[src/rtl/mdu_iter.sv]
// mdu_iter: iterative radix-2 multiply/divide unit with HI/LO result registers.
// One bit per cycle. The result is written 33 cycles after the launch edge.
// Ports:
//   clk, clrn       clock (rising edge) and asynchronous active-low reset
//   start, op       launch request, sampled only in IDLE
//                   (op: 00 mult, 01 multu, 10 div, 11 divu)
//   a, b            rs / rt operands, sampled on the launch edge only
//   hi_we, lo_we    mthi / mtlo write enables; wdata carries the write data
//   busy            operation in progress
//   done            one-cycle pulse after hi/lo are written by an operation
//   hi, lo          result registers: product high/low, or remainder/quotient
module mdu_iter #(
    parameter int unsigned WIDTH = 32
) (
    input  logic             clk,
    input  logic             clrn,
    input  logic             start,
    input  logic [1:0]       op,
    input  logic [WIDTH-1:0] a,
    input  logic [WIDTH-1:0] b,
    input  logic             hi_we,
    input  logic             lo_we,
    input  logic [WIDTH-1:0] wdata,
    output logic             busy,
    output logic             done,
    output logic [WIDTH-1:0] hi,
    output logic [WIDTH-1:0] lo
);

    localparam int unsigned CW = $clog2(WIDTH);
    localparam int unsigned AW = 2 * WIDTH;

    typedef enum logic [1:0] {
        IDLE = 2'd0,
        CALC = 2'd1,
        SIGN = 2'd2
    } state_t;

    state_t          state_q;
    logic [CW-1:0]   cnt_q;
    logic [AW-1:0]   acc_q;      // mult: {partial product, multiplier}; div: {remainder, dividend/quotient}
    logic [WIDTH-1:0] opb_q;     // multiplicand or divisor magnitude
    logic            is_div_q;
    logic            neg_q;      // negate product / quotient
    logic            rem_neg_q;  // negate remainder (dividend was negative)
    logic            busy_q;
    logic            done_q;
    logic [WIDTH-1:0] hi_q;
    logic [WIDTH-1:0] lo_q;

    // Operand sign handling at launch: only mult/div (op[0]=0) are signed.
    logic             is_signed_c;
    logic             sa_c;
    logic             sb_c;
    logic [WIDTH-1:0] mag_a_c;
    logic [WIDTH-1:0] mag_b_c;

    assign is_signed_c = ~op[0];
    assign sa_c        = is_signed_c & a[WIDTH-1];
    assign sb_c        = is_signed_c & b[WIDTH-1];
    assign mag_a_c     = sa_c ? -a : a;
    assign mag_b_c     = sb_c ? -b : b;

    // One shift-add multiply step: add multiplicand on LSB, then shift right with carry.
    logic [WIDTH:0]  mul_sum_c;
    logic [AW-1:0]   mul_next_c;

    assign mul_sum_c  = {1'b0, acc_q[AW-1:WIDTH]} + {1'b0, opb_q};
    assign mul_next_c = acc_q[0] ? {mul_sum_c, acc_q[WIDTH-1:1]}
                                 : {1'b0, acc_q[AW-1:1]};

    // One restoring divide step on a 33-bit shifted partial remainder.
    logic [WIDTH:0]   div_shift_c;
    logic [WIDTH:0]   div_diff_c;
    logic             div_ge_c;
    logic [WIDTH-1:0] rem_next_c;
    logic [AW-1:0]    div_next_c;

    assign div_shift_c = {acc_q[AW-1:WIDTH], acc_q[WIDTH-1]};
    assign div_diff_c  = div_shift_c - {1'b0, opb_q};
    assign div_ge_c    = (div_shift_c >= {1'b0, opb_q});
    assign rem_next_c  = div_ge_c ? div_diff_c[WIDTH-1:0] : div_shift_c[WIDTH-1:0];
    assign div_next_c  = {rem_next_c, acc_q[WIDTH-2:0], div_ge_c};

    // Sign correction applied in SIGN.
    logic [AW-1:0]    prod_fix_c;
    logic [WIDTH-1:0] quot_fix_c;
    logic [WIDTH-1:0] rem_fix_c;

    assign prod_fix_c = neg_q ? -acc_q : acc_q;
    assign quot_fix_c = neg_q ? -acc_q[WIDTH-1:0] : acc_q[WIDTH-1:0];
    assign rem_fix_c  = rem_neg_q ? -acc_q[AW-1:WIDTH] : acc_q[AW-1:WIDTH];

    // Control FSM, datapath registers and HI/LO.
    always_ff @(posedge clk or negedge clrn) begin
        if (!clrn) begin
            state_q   <= IDLE;
            cnt_q     <= '0;
            acc_q     <= '0;
            opb_q     <= '0;
            is_div_q  <= 1'b0;
            neg_q     <= 1'b0;
            rem_neg_q <= 1'b0;
            busy_q    <= 1'b0;
            done_q    <= 1'b0;
            hi_q      <= '0;
            lo_q      <= '0;
        end else begin
            done_q <= 1'b0;
            case (state_q)
                IDLE: begin
                    if (start) begin
                        is_div_q  <= op[1];
                        neg_q     <= sa_c ^ sb_c;
                        rem_neg_q <= sa_c;
                        opb_q     <= mag_b_c;
                        acc_q     <= {WIDTH'(0), mag_a_c};
                        cnt_q     <= '0;
                        busy_q    <= 1'b1;
                        state_q   <= CALC;
                    end else begin
                        if (hi_we) hi_q <= wdata;
                        if (lo_we) lo_q <= wdata;
                    end
                end
                CALC: begin
                    acc_q <= is_div_q ? div_next_c : mul_next_c;
                    cnt_q <= cnt_q + CW'(1);
                    if (cnt_q == CW'(WIDTH - 1)) begin
                        state_q <= SIGN;
                    end
                end
                SIGN: begin
                    if (is_div_q) begin
                        hi_q <= rem_fix_c;
                        lo_q <= quot_fix_c;
                    end else begin
                        hi_q <= prod_fix_c[AW-1:WIDTH];
                        lo_q <= prod_fix_c[WIDTH-1:0];
                    end
                    busy_q  <= 1'b0;
                    done_q  <= 1'b1;
                    state_q <= IDLE;
                end
                default: begin
                    busy_q  <= 1'b0;
                    state_q <= IDLE;
                end
            endcase
        end
    end

    assign busy = busy_q;
    assign done = done_q;
    assign hi   = hi_q;
    assign lo   = lo_q;

endmodule
[config.mk]
export PLATFORM = sky130hd
export DESIGN_NAME = mdu_iter
export DESIGN_NICKNAME = d
export VERILOG_FILES = /design/src/rtl/mdu_iter.sv
export SDC_FILE = /design/constraint.sdc
export NUM_CORES = 1
export LEC_CHECK = 0
export ABC_AREA = 1
export BUFFER_PORTS_ARGS = -buffer_cell sky130_fd_sc_hd__buf_2
export CAP_MARGIN = 0
export CORE_MARGIN = 8
export CORE_UTILIZATION = 54
export CTS_BUF_LIST = sky130_fd_sc_hd__clkbuf_16
export CTS_CLUSTER_SIZE = 40
export DETAILED_ROUTE_END_ITERATION = 10
export PLACE_DENSITY_LB_ADDON = 0.08
export SKIP_CTS_REPAIR_TIMING = 1
export SYNTH_ARGS = -nofsm -noshare
export SYNTH_HDL_FRONTEND = slang
export SYNTH_SLANG_ARGS = --single-unit
[constraint.sdc]
create_clock -name clk -period 3 [get_ports clk]
set_input_delay 0.15 -clock clk [delete_from_list [all_inputs] [get_ports clk]]
set_output_delay 0.15 -clock clk [all_outputs]
set_load 0.03 [all_outputs]
==> results.ini <==
[route]
wirelength_mm=72.6
drc_errors=0
drt_first_pass_iters=6
via_count=21000
antenna_left=0
via_per_inst=5.94
wire_per_inst_um=20.5
drt_iter0_drc=2274

[synth]
synth_cell_types=56
synthFlopType=dfrtp_1
ys_warn_count=0
ys_seq_elements=172
async_flop_share_pct=100
syn_area_um2=17400
syn_nets=3134
synth-edff-count=0
syn_inst=2959
synth_seq_area_share_pct=24.7
avgSynthCellArea_um2=5.88

[cts]
root_buffer=clkbuf_16
htree_levels=4
clkTransAtPathRegs_ns=0.08
clockBufferDepth=2
cts_tree=yes
clkSinkCount=172
clock_latency_ns=0.47
numCtsBuffers=17

[setup_path]
end_kind=flip-flop
worst-path-buf-inv=1
crit_fanout=19
crit_chain=ha_1, nand2_1, nor2_4, nand3_1, nor2_1, nand2_1, nand2_1, nor2_4, nand2_8, inv_4, nor2_8, nand2_1, nand3_1, nand2_1
critPathSlowestCell=dfrtp_1
required_ns=3.37
startpoint_type=flip-flop
crit_type=reg -> reg
cp.arrival_ns=3.25
path_common_cell=nand2_1
max_stage_delay_ns=0.50
path_delay_family=simple AND/OR/NAND/NOR gates

[timing]
setup_ws_ns=0.115
fin_worst_skew_ns=0.0142
hold_violations=14
fin_crit_sh_pct=96.2
post-route-min-period_ns=2.88
tightest_slew_ns=0.969
max_slew_margin_pct=35.4
rsz0062_at_grt=no
drv_slew=0
clock.fmax_mhz=347
worst_hold_slack_ns=-0.0284
setup_viol=0

[final_layout]
num_antenna_cells=0
mostFrequentLayoutCell=nand2_1
nets=3300
drive_gt1_share_pct=10.5
final_cell_mix=979 x nand2_1, 387 x inv_1, 283 x nand3_1
final_cell_area_um2=19600
syn_to_final_growth_pct=12.6

[power]
power_density_nw_per_um2=1420
ir_worst_vdd_v=0.000674
cellLeakagePower_nw=10.2

[placement]
place.gp.congestion=1.05
placed_area_um2=18900
post-place-ws_ns=-0.0768
io_buffers=168
dpl.hpwl_mm=59.0

[floorplan]
dieArea_um2=38200
fp-row-count=65
core_um2=31600
die_w_um=196
num_io_pins=169
die_h_um=196
start_util_pct=55.0

[global_route]
grt_pass1_vias=20100
grtUsageTotal_pct=36.9
use_met3_pct=6.26
grt_overflow=0
grt_pass1_wl_mm=111
use_met2_pct=62.1
grt_max_degree=63
grt_antenna_before_repair=0
top_usage_layer=met2
gr-usage-met1_pct=43.1

[status]
violations=hold timing
status=finished, violations left

[min_path]
hold_class=in -> reg

[run]
maxCapViolCount=0

metrics by stage:
step,hold WS (ns),utilization [%],power [mW],std cells,setup TNS (ns)
6_report,-0.0284,61.9,27.9,3540,0
5_1_grt,0.000459,61.9,30.1,3540,0
4_1_cts,-0.337,61.6,27.2,3532,-1.17
3_5_place_dp,0.157,59.8,25.0,3500,-0.866
3_3_place_gp,0.152,59.8,24.8,3500,-1.53
2_1_floorplan,-0.146,-,18.6,2959,0
layout make-up:
class | instances | area [um^2]
Multi-Input combinational cell | 2289 | 11300
Tap cell | 402 | 503
Sequential cell | 172 | 4310
Fill cell | 3120 | 12000
Clock buffer | 17 | 425
Clock inverter | 15 | 133
Timing Repair Buffer | 243 | 1470
Inverter | 402 | 1510
cells by family after synthesis:
group,share of synthesized area (%)
AND/OR/NAND/NOR,40.1
AO/OA/AOI/OAI,16.2
buffers and inverters,10.9
flip-flops,24.7
adder cells (fa/ha/maj),5.26
XOR/XNOR,2.67
multiplexers,0.0647
worst register-to-register path: stages (launching register included):
cell,delay (ns)
dfrtp_1,0.50
ha_1,0.46
nand2_1,0.18
nor2_4,0.23
nand3_1,0.09
nor2_1,0.27
nand2_1,0.13
nand2_1,0.13
nor2_4,0.09
nand2_8,0.18
inv_4,0.09
nor2_8,0.19
nand2_1,0.11
nand3_1,0.08
nand2_1,0.05
path summary, 6_finish.rpt:
check	slack, ns	startpoint	to	depth (start not counted)
worst max register to register	0.12	acc_q[57]	acc_q[32]	14
worst min register to register	0.48	lo[7]	lo[7]	2
min in group asynchronous	0.24	clrn	hi[14]	2
worst max-delay path	0.12	acc_q[57]	acc_q[32]	14
max in group asynchronous	1.76	clrn	acc_q[11]	3
worst min-delay path	-0.03	wdata[13]	lo[13]	3
registers in the layout (all words and copies together), names as in the netlist, 2 cells and up:
signal / flops
cnt_q: 5
acc_q: 64
hi: 32
opb_q: 32
state_q: 2
lo: 32
Yosys cell counts, types with 6 or more instances:
master	count	share of area, %
o21bai_1	18	0.78
nand4_1	40	1.4
or2_2	8	0.29
buf_2	8	0.23
nand3b_1	18	0.78
a21oi_1	202	5.8
ha_1	70	5.0
nor2_1	250	5.4
o21ai_1	14	0.40
xor2_1	32	1.6
o211ai_1	35	1.5
dfrtp_1	172	25
buf_1	9	0.19
o31ai_1	6	0.26
nand2_1	980	21
o21ai_0	185	5.3
o221ai_1	13	0.65
nor3_1	35	1.0
nand3_1	283	8.1
a21boi_0	6	0.26
inv_2	9	0.19
nand2_2	6	0.22
clkinv_1	6	0.13
xnor2_1	21	1.1
clkbuf_1	76	1.6
nor2_2	12	0.43
inv_1	386	8.3
a22oi_1	7	0.30
power breakdown:
part / switching [mW] / internal, mW / total, mW
registers: 1.27 / 3.53 / 4.80
clock network: 1.11 / 1.09 / 2.20
logic: 14.2 / 6.63 / 20.9
per-layer routing:
layer | part of all wire [%] | wire, um
met4 | 7.2 | 5190
met3 | 9.1 | 6570
met5 | 0 | 0
met1 | 37 | 26900
met2 | 47 | 34000
No activity file was read; power rests on OpenSTA's default activity.
